## src/rtl/lsu_bank_controller.sv

```systemverilog
// Purpose: load/store initiator for four byte-lane banks forming a 32-bit little-endian data memory.
// Latency: store/error response one cycle after handshake; load response two cycles after handshake.
// Backpressure: one transaction in flight; req_ready only in IDLE; response held stable until resp_ready.
module lsu_bank_controller #(
  parameter int DATA_DEPTH = 4096,
  parameter int ADDR_W     = $clog2(DATA_DEPTH)
) (
  input  logic              clk,
  input  logic              rst_n,
  input  logic              req_valid,
  output logic              req_ready,
  input  logic              req_we,
  input  logic [31:0]       req_addr,
  input  logic [1:0]        req_size,
  input  logic              req_unsigned,
  input  logic [31:0]       req_wdata,
  output logic              resp_valid,
  input  logic              resp_ready,
  output logic [31:0]       resp_rdata,
  output logic              resp_err,
  output logic [3:0]        bank_we,
  output logic [ADDR_W-1:0] bank_addr,
  output logic [31:0]       bank_wdata,
  input  logic [31:0]       bank_rdata
);

  typedef enum logic [1:0] {
    IDLE = 2'd0,
    LOAD = 2'd1,
    RESP = 2'd2
  } state_t;

  state_t      state_q, state_d;
  logic [1:0]  off_q;
  logic [1:0]  size_q;
  logic        uns_q;
  logic [31:0] rdata_q;
  logic        err_q;

  logic        hs;
  logic        req_err;
  logic [3:0]  lane_mask;
  logic [31:0] shifted;
  logic [31:0] load_ext;

  assign req_ready  = (state_q == IDLE);
  assign hs         = req_valid && req_ready;
  assign resp_valid = (state_q == RESP);
  assign resp_rdata = rdata_q;
  assign resp_err   = err_q;

  // Flag illegal size, misalignment and any address bit beyond the memory.
  always_comb begin
    req_err = 1'b0;
    case (req_size)
      2'b01:   req_err = req_addr[0];
      2'b10:   req_err = |req_addr[1:0];
      2'b11:   req_err = 1'b1;
      default: req_err = 1'b0;
    endcase
    if (|req_addr[31:ADDR_W+2]) begin
      req_err = 1'b1;
    end
  end

  // Drive the banks only in the handshake cycle; lane data is replicated so each lane sees its byte.
  always_comb begin
    lane_mask  = 4'b0000;
    bank_we    = 4'b0000;
    bank_addr  = '0;
    bank_wdata = 32'h0;
    case (req_size)
      2'b00:   lane_mask = 4'b0001 << req_addr[1:0];
      2'b01:   lane_mask = 4'b0011 << req_addr[1:0];
      2'b10:   lane_mask = 4'b1111;
      default: lane_mask = 4'b0000;
    endcase
    if (hs) begin
      bank_addr = req_addr[ADDR_W+1:2];
      if (req_we && !req_err) begin
        bank_we = lane_mask;
        case (req_size)
          2'b00:   bank_wdata = {4{req_wdata[7:0]}};
          2'b01:   bank_wdata = {2{req_wdata[15:0]}};
          default: bank_wdata = req_wdata;
        endcase
      end
    end
  end

  // Align the returned word to the registered lane offset and extend to 32 bits.
  always_comb begin
    shifted  = bank_rdata >> {off_q, 3'b000};
    load_ext = bank_rdata;
    case (size_q)
      2'b00:   load_ext = uns_q ? {24'h0, shifted[7:0]} : {{24{shifted[7]}}, shifted[7:0]};
      2'b01:   load_ext = uns_q ? {16'h0, shifted[15:0]} : {{16{shifted[15]}}, shifted[15:0]};
      default: load_ext = bank_rdata;
    endcase
  end

  // State register.
  always_ff @(posedge clk or negedge rst_n) begin
    if (!rst_n) begin
      state_q <= IDLE;
    end else begin
      state_q <= state_d;
    end
  end

  // Next-state decode: loads wait one cycle for bank data, everything else goes straight to RESP.
  always_comb begin
    state_d = state_q;
    case (state_q)
      IDLE: begin
        if (hs) begin
          state_d = (req_we || req_err) ? RESP : LOAD;
        end
      end
      LOAD:    state_d = RESP;
      RESP: begin
        if (resp_ready) begin
          state_d = IDLE;
        end
      end
      default: state_d = IDLE;
    endcase
  end

  // Capture load context at handshake and the response fields for RESP.
  always_ff @(posedge clk or negedge rst_n) begin
    if (!rst_n) begin
      off_q   <= 2'b00;
      size_q  <= 2'b00;
      uns_q   <= 1'b0;
      rdata_q <= 32'h0;
      err_q   <= 1'b0;
    end else begin
      if (hs) begin
        off_q   <= req_addr[1:0];
        size_q  <= req_size;
        uns_q   <= req_unsigned;
        rdata_q <= 32'h0;
        err_q   <= req_err;
      end else if (state_q == LOAD) begin
        rdata_q <= load_ext;
      end
    end
  end

endmodule

```

## config.mk

```make
export PLATFORM = sky130hd
export DESIGN_NAME = lsu_bank_controller
export DESIGN_NICKNAME = d
export VERILOG_FILES = /design/src/rtl/lsu_bank_controller.sv
export SDC_FILE = /design/constraint.sdc
export NUM_CORES = 1
export LEC_CHECK = 0
export ABC_AREA = 1
export CAP_MARGIN = 20
export CORE_MARGIN = 8
export CORE_UTILIZATION = 45
export DETAILED_ROUTE_END_ITERATION = 12
export DONT_BUFFER_PORTS = 1
export PLACE_DENSITY = 0.58
export SLEW_MARGIN = 15
export SYNTH_ARGS = -nofsm -noshare
export SYNTH_HDL_FRONTEND = slang
export SYNTH_SLANG_ARGS = --single-unit
export TNS_END_PERCENT = 1
```

## constraint.sdc

```tcl
create_clock -name clk -period 5.2 [get_ports clk]
set_input_delay 1.56 -clock clk [delete_from_list [all_inputs] [get_ports clk]]
set_output_delay 1.56 -clock clk [all_outputs]
set_load 0.02 [all_outputs]
```

==> out/qor.csv, run 1 <==
stage,metric,value,unit
status,outcome,"complete, no violations",
floorplan,Die Ht,99.14,um
grt,largest net degree at the start of global routing,41,
synth,synthesized flop and latch total,40,
floorplan,site row count,30,
critical_path,Worst Setup End Kind,output port,
placement,placed cells,559,
placement,DP Area,3094,sq um
clock_tree,Worst-Skew Late Latency,0.30,ns
floorplan,starting density of the core,46.04,%
clock_tree,CTS buffer count,5,
cells_and_area,final core occ,47.44,%
sta,RSZ-0062 raised after global routing,no,
synth,Post-Synth Simple-Gate Area,40.75,%
clock_tree,post-cts sizing count,0,
routing,final WL,10260,um
floorplan,core footprint,6756,sq um
cells_and_area,share of cells above drive strength 1,7.598,%
run,max cap viols,0,
routing,DRC,0,
cells_and_area,"commonest non-fill, non-tap cell in the layout",nand2_1,
clock_tree,htree depth,2,
pwr,P per Cell Area,264.2,nW/um^2
routing,DR iter-0 viols,164,
synth,"area leader, netlist",dfrtp_1,
synth,count of yosys warnings during synthesis,0,
synth,mux contribution to synthesized area,0,%
sta,worst slew pin tran,1.048,ns
routing,post-route ant nets,0,
sta,"Period Utilization, post-route",85.81,%
cells_and_area,Sequential cell area,1001,sq um
cells_and_area,FILL cells,723,
clock_tree,Worst-path clk slew,0.07,ns
clock_tree,Clock Path Buffers,2,
hold_path,hold path depth,2,
grt,first-pass GRT wire length,16200,um
sta,highest clock rate,0.2241,GHz
critical_path,Critical Path RT,3.64,ns
cells_and_area,Ant. Diodes,0,
synth,unique cell type count in the Yosys netlist,32,
synth,compound-gate portion of the synthesized area,14.92,%
critical_path,r2r setup slk,3.06,ns
pwr,LEAKAGE,1.693,nW
synth,adder-cell share of the synthesized area,0,%
clock_tree,CTS tree,built,
routing,routed len/inst,18.10,um
cells_and_area,area grow syn2layout,3.057,%
grt,Global Route Usage Sum,20.25,%
sta,Post-Route Skew,0.009141,ns
pwr,total power,0.8468,mW
pwr,VDD IR max,0.0001042,V
floorplan,io pins,187,
hold_path,Hold Crit Class,reg2reg,
synth,Avg Inst Size Synth,6.221,sq um
cells_and_area,Final nets,590,
cells_and_area,Multi-input gate area,1734,sq um
sta,worst rel slew slack,30.16,%
synth,cells after synthesis,500,
grt,total global routing overflow,0,
sta,setup_tns,0,ns
synth,Synth top area share,32.18,%
critical_path,CP Class,in2out,
floorplan,Die ar.,9829,sq um
sta,setup slack after layout,0.7376,ns
sta,min Tclk post-route,4.462,ns
synth,Synth area leaders,"dfrtp_1 32%, nand2_1 17%, nor2_1 11%, inv_1 6.8%, nand3_1 5.8%",
grt,vias in the first global route,3207,
synth,"Seq/Total Area, Yosys",32.18,%
synth,XOR/XNOR Fraction of Synth Area,0,%
critical_path,Worst Path Max Fanout,13,
grt,initial antenna violation count,0,
synth,Syn Nets,604,
routing,Vias/cell,5.504,
routing,Via Count,3121,
clock_tree,Post-CTS Setup Inserts,0,
critical_path,CP Data Arrival Time,2.90,ns
sta,Hold WS,0.5418,ns
synth,main combinational cell family by area after synthesis,simple AND/OR/NAND/NOR gates,
sta,Finish-stage setup viols,0,
clock_tree,# hold bufs at CTS,0,
clock_tree,root buffer cell,clkbuf_8,
floorplan,die width,99.14,um
sta,Slew Limit Fails,0,
cells_and_area,most frequent cells in the layout,"139 x nand2_1, 87 x nor2_1, 56 x inv_1, 40 x dfrtp_1, 36 x nand3_1",
sta,final hold vios,0,
cells_and_area,"Cell Count, Final, Fillers Out",567,
cells_and_area,post-route cell area,3206,sq um
placement,GP Congestion,0.9176,
critical_path,Worst setup SP type,input pin,
placement,Place WS,0.7008,ns
routing,Initial DRT Pass Iterations,4,
placement,PortBufs,0,
clock_tree,clock sink count,40,
placement,HPWL Detailed,7966,um
synth,Post-Syn Area,3110,sq um
critical_path,Worst R2R Path Depth,5,
==> layer usage <==
layer	part of all wire (%)	GRT usage [%]
met3	10	6.704
met5	0	0
met1	37	21.62
met4	2.8	8.149
met2	49	35.97
==> state kept, by name, indices dropped and copies added (netlist names) <==
register and count:
resp_rdata 32, off_q 2, size_q 2, state_q 2
resp_err 1, uns_q 1
==> power breakdown <==
group          switching, mW  internal (mW)
clock                  0.117          0.142
sequential            0.0379          0.319
combinational          0.160         0.0707
total                  0.315          0.532
==> worst paths after layout <==
check                                              to             startpoint
min reg2reg                         uns_q$_DFFE_PN0P_      uns_q$_DFFE_PN0P_
min in group asynchronous  resp_rdata[13]$_DFFE_PN0P_                  rst_n
max                                    bank_wdata[17]           req_addr[23]
max reg2reg                 resp_rdata[4]$_DFFE_PN0P_  size_q[1]$_DFFE_PN0P_
min                                 uns_q$_DFFE_PN0P_      uns_q$_DFFE_PN0P_
max in group asynchronous  resp_rdata[24]$_DFFE_PN0P_                  rst_n
==> kinds of logic after synthesis <==
logic type             after synthesis
AND/OR/NAND/NOR                    289
buffers and inverters               87
flip-flops                          40
AO/OA/AOI/OAI                       84
==> critical path: stages <==
cell and delay, ns:
nor2_1 0.09, nand4_1 0.22, nor2_8 0.23, nand3_2 0.30, a21oi_1 0.50
==> final cells by class <==
class / count / share of cell area (%)
inverter: 63 / 7.377
tap: 80 / 3.123
sequential: 40 / 31.23
clock inverter: 3 / 1.327
timing repair buffer: 3 / 0.7026
multi-input combinational: 373 / 54.10
clock buffer: 5 / 2.147
==> cells in the mapped netlist, drive strengths merged <==
library cell and number:
nand3 40, a21oi 33, nand3b 1, dfrtp 40
o22ai 5, nand4 8, nand2 141, buf 19
nor2 93, o211ai 5, clkinv 1, nor3 6
o21ai 39, a31oi 2, clkbuf 5, inv 62
Power figures use the tool's default switching activity.
==> inputs of run 2 (changes only) <==
Settings changed: RECOVER_POWER set to 50.
==> out/qor.csv, run 2 (synthesis gave the netlist of run 1 again) <==
stage,metric,value,unit
cells_and_area,Final nets,590,
critical_path,Worst Path Max Fanout,30,
routing,Via Count,3128,
sta,final hold vios,0,
pwr,Net Sw Power,0.3151,mW
critical_path,critical path's slowest cell,clkbuf_1,
grt,total global routing overflow,0,
sta,"Period Utilization, post-route",88.95,%
cells_and_area,post-route cell area,3198,sq um
sta,setup_tns,0,ns
critical_path,"slowest stage delay, CP",0.50,ns
pwr,sequential fraction of design power,42.2,%
placement,HPWL Detailed,7966,um
pwr,Sw Share,37.24,%
clock_tree,post-cts sizing count,0,
placement,GP Congestion,0.9176,
routing,DRC,0,
sta,worst slew pin tran,1.354,ns
routing,Initial DRT Pass Iterations,4,
cells_and_area,most frequent cells in the layout,"139 x nand2_1, 87 x nor2_1, 56 x inv_1, 40 x dfrtp_1, 38 x o21ai_0",
run,max cap viols,0,
floorplan,core footprint,6756,sq um
clock_tree,htree depth,2,
floorplan,io pins,187,
critical_path,Worst Setup End Kind,output port,
placement,DP Area,3094,sq um
clock_tree,Worst-Skew Late Latency,0.30,ns
grt,first-pass GRT wire length,16200,um
routing,final WL,10250,um
sta,Slew Limit Fails,0,
sta,Post-Route Skew,0.01019,ns
sta,Finish-stage setup viols,0,
clock_tree,clock sink count,40,
placement,placed cells,559,
sta,worst rel slew slack,9.701,%
critical_path,Critical Path RT,3.64,ns
sta,min Tclk post-route,4.625,ns
sta,highest clock rate,0.2162,GHz
clock_tree,root buffer cell,clkbuf_8,
cells_and_area,area grow syn2layout,2.816,%
cells_and_area,Largest register FFs,32,
cells_and_area,"commonest non-fill, non-tap cell in the layout",nand2_1,
hold_path,Hold Crit Class,reg2reg,
critical_path,CP Data Arrival Time,3.07,ns
pwr,Int Pwr,0.5311,mW
clock_tree,CTS tree,built,
clock_tree,Post-CTS Setup Inserts,0,
critical_path,Worst setup SP type,input pin,
routing,routed len/inst,18.07,um
status,outcome,"complete, no violations",
floorplan,Die ar.,9829,sq um
critical_path,r2r setup slk,3.06,ns
grt,vias in the first global route,3207,
routing,Vias/cell,5.517,
pwr,P per Cell Area,264.6,nW/um^2
routing,DR iter-0 viols,167,
pwr,LEAKAGE,1.685,nW
critical_path,CP Class,in2out,
placement,PortBufs,0,
clock_tree,CTS buffer count,5,
critical_path,CP Cell Sequence,nand2_1 -> clkbuf_1 -> a21oi_1 -> nand4_1 -> nor2_1,
grt,Global Route Usage Sum,20.25,%
floorplan,starting density of the core,46.04,%
grt,largest net degree at the start of global routing,41,
clock_tree,Clock Path Buffers,2,
routing,post-route ant nets,0,
cells_and_area,share of cells above drive strength 1,7.187,%
cells_and_area,Ant. Diodes,0,
clock_tree,Worst-path clk slew,0.07,ns
cells_and_area,"Cell Count, Final, Fillers Out",567,
pwr,clock group share of total power,30.7,%
floorplan,site row count,30,
floorplan,die width,99.14,um
clock_tree,# hold bufs at CTS,0,
sta,RSZ-0062 raised after global routing,no,
floorplan,Die Ht,99.14,um
grt,initial antenna violation count,0,
pwr,VDD IR max,0.0001010,V
pwr,Comb power frac,27.1,%
sta,Hold WS,0.5418,ns
==> run 2: cell types whose count changed in the layout (fill, tap and decap cells not counted), sizes merged <==
| cell | previous run | this run |
|---|---|---|
| clkbuf | 5 | 7 |
| buf | 3 | 1 |
==> run 2: critical path, delay by kind of cell <==
| kind | cells | cell delay, ns |
|---|---|---|
| AOI/OAI and AO/OA | 1 | 0.30 |
| buffers and inverters | 1 | 0.50 |
| and+or+nand+nor | 3 | 0.70 |
==> run 2: final timing paths <==
kind	end	from	depth (start not counted)
worst max-delay path	bank_we[3]	req_valid	5
min in group asynchronous	resp_rdata[13]$_DFFE_PN0P_	rst_n	0
worst min-delay path	uns_q$_DFFE_PN0P_	uns_q$_DFFE_PN0P_	2
max in group asynchronous	resp_rdata[24]$_DFFE_PN0P_	rst_n	0
worst min register to register	uns_q$_DFFE_PN0P_	uns_q$_DFFE_PN0P_	2
worst max register to register	resp_rdata[4]$_DFFE_PN0P_	size_q[1]$_DFFE_PN0P_	5
==> run 2: routing by layer <==
layer	global-route usage (%)	wire, um	up-vias
li1	-	-	1554
met1	21.62	3843	1394
met2	35.97	5077	161
met3	6.704	1044	19
met4	8.149	283	0
met5	0	0	-
==> run 2: cell type report <==
class / count / area, sq um
sequential: 40 / 1001
clock inverter: 3 / 42.54
multi-input combinational: 373 / 1734
timing repair buffer: 3 / 15.01
fill: 727 / 3558
tap: 80 / 100.1
inverter: 63 / 236.5
clock buffer: 5 / 68.82
==> run 2: through the flow <==
stage / utilization, % / total power [mW] / setup WS (ns)
detailed placement: 45.80 / 0.5950 / 0.7008
global placement: 45.80 / 0.5917 / 0.7515
global route: 47.33 / 0.8964 / 0.4434
finish: 47.33 / 0.8463 / 0.5748
floorplan: - / 0.5587 / 1.031
CTS: 47.44 / 0.8541 / 0.7103
==> run 2: power groups by stage <==
| stage | clock network, mW | logic, mW | registers (mW) |
|---|---|---|---|
| 2_1_floorplan | 0 | 0.224 | 0.335 |
| 3_3_place_gp | 0 | 0.229 | 0.363 |
| 3_5_place_dp | 0 | 0.232 | 0.363 |
| 4_1_cts | 0.264 | 0.233 | 0.357 |
| 5_1_grt | 0.277 | 0.259 | 0.360 |
| 6_report | 0.260 | 0.229 | 0.357 |
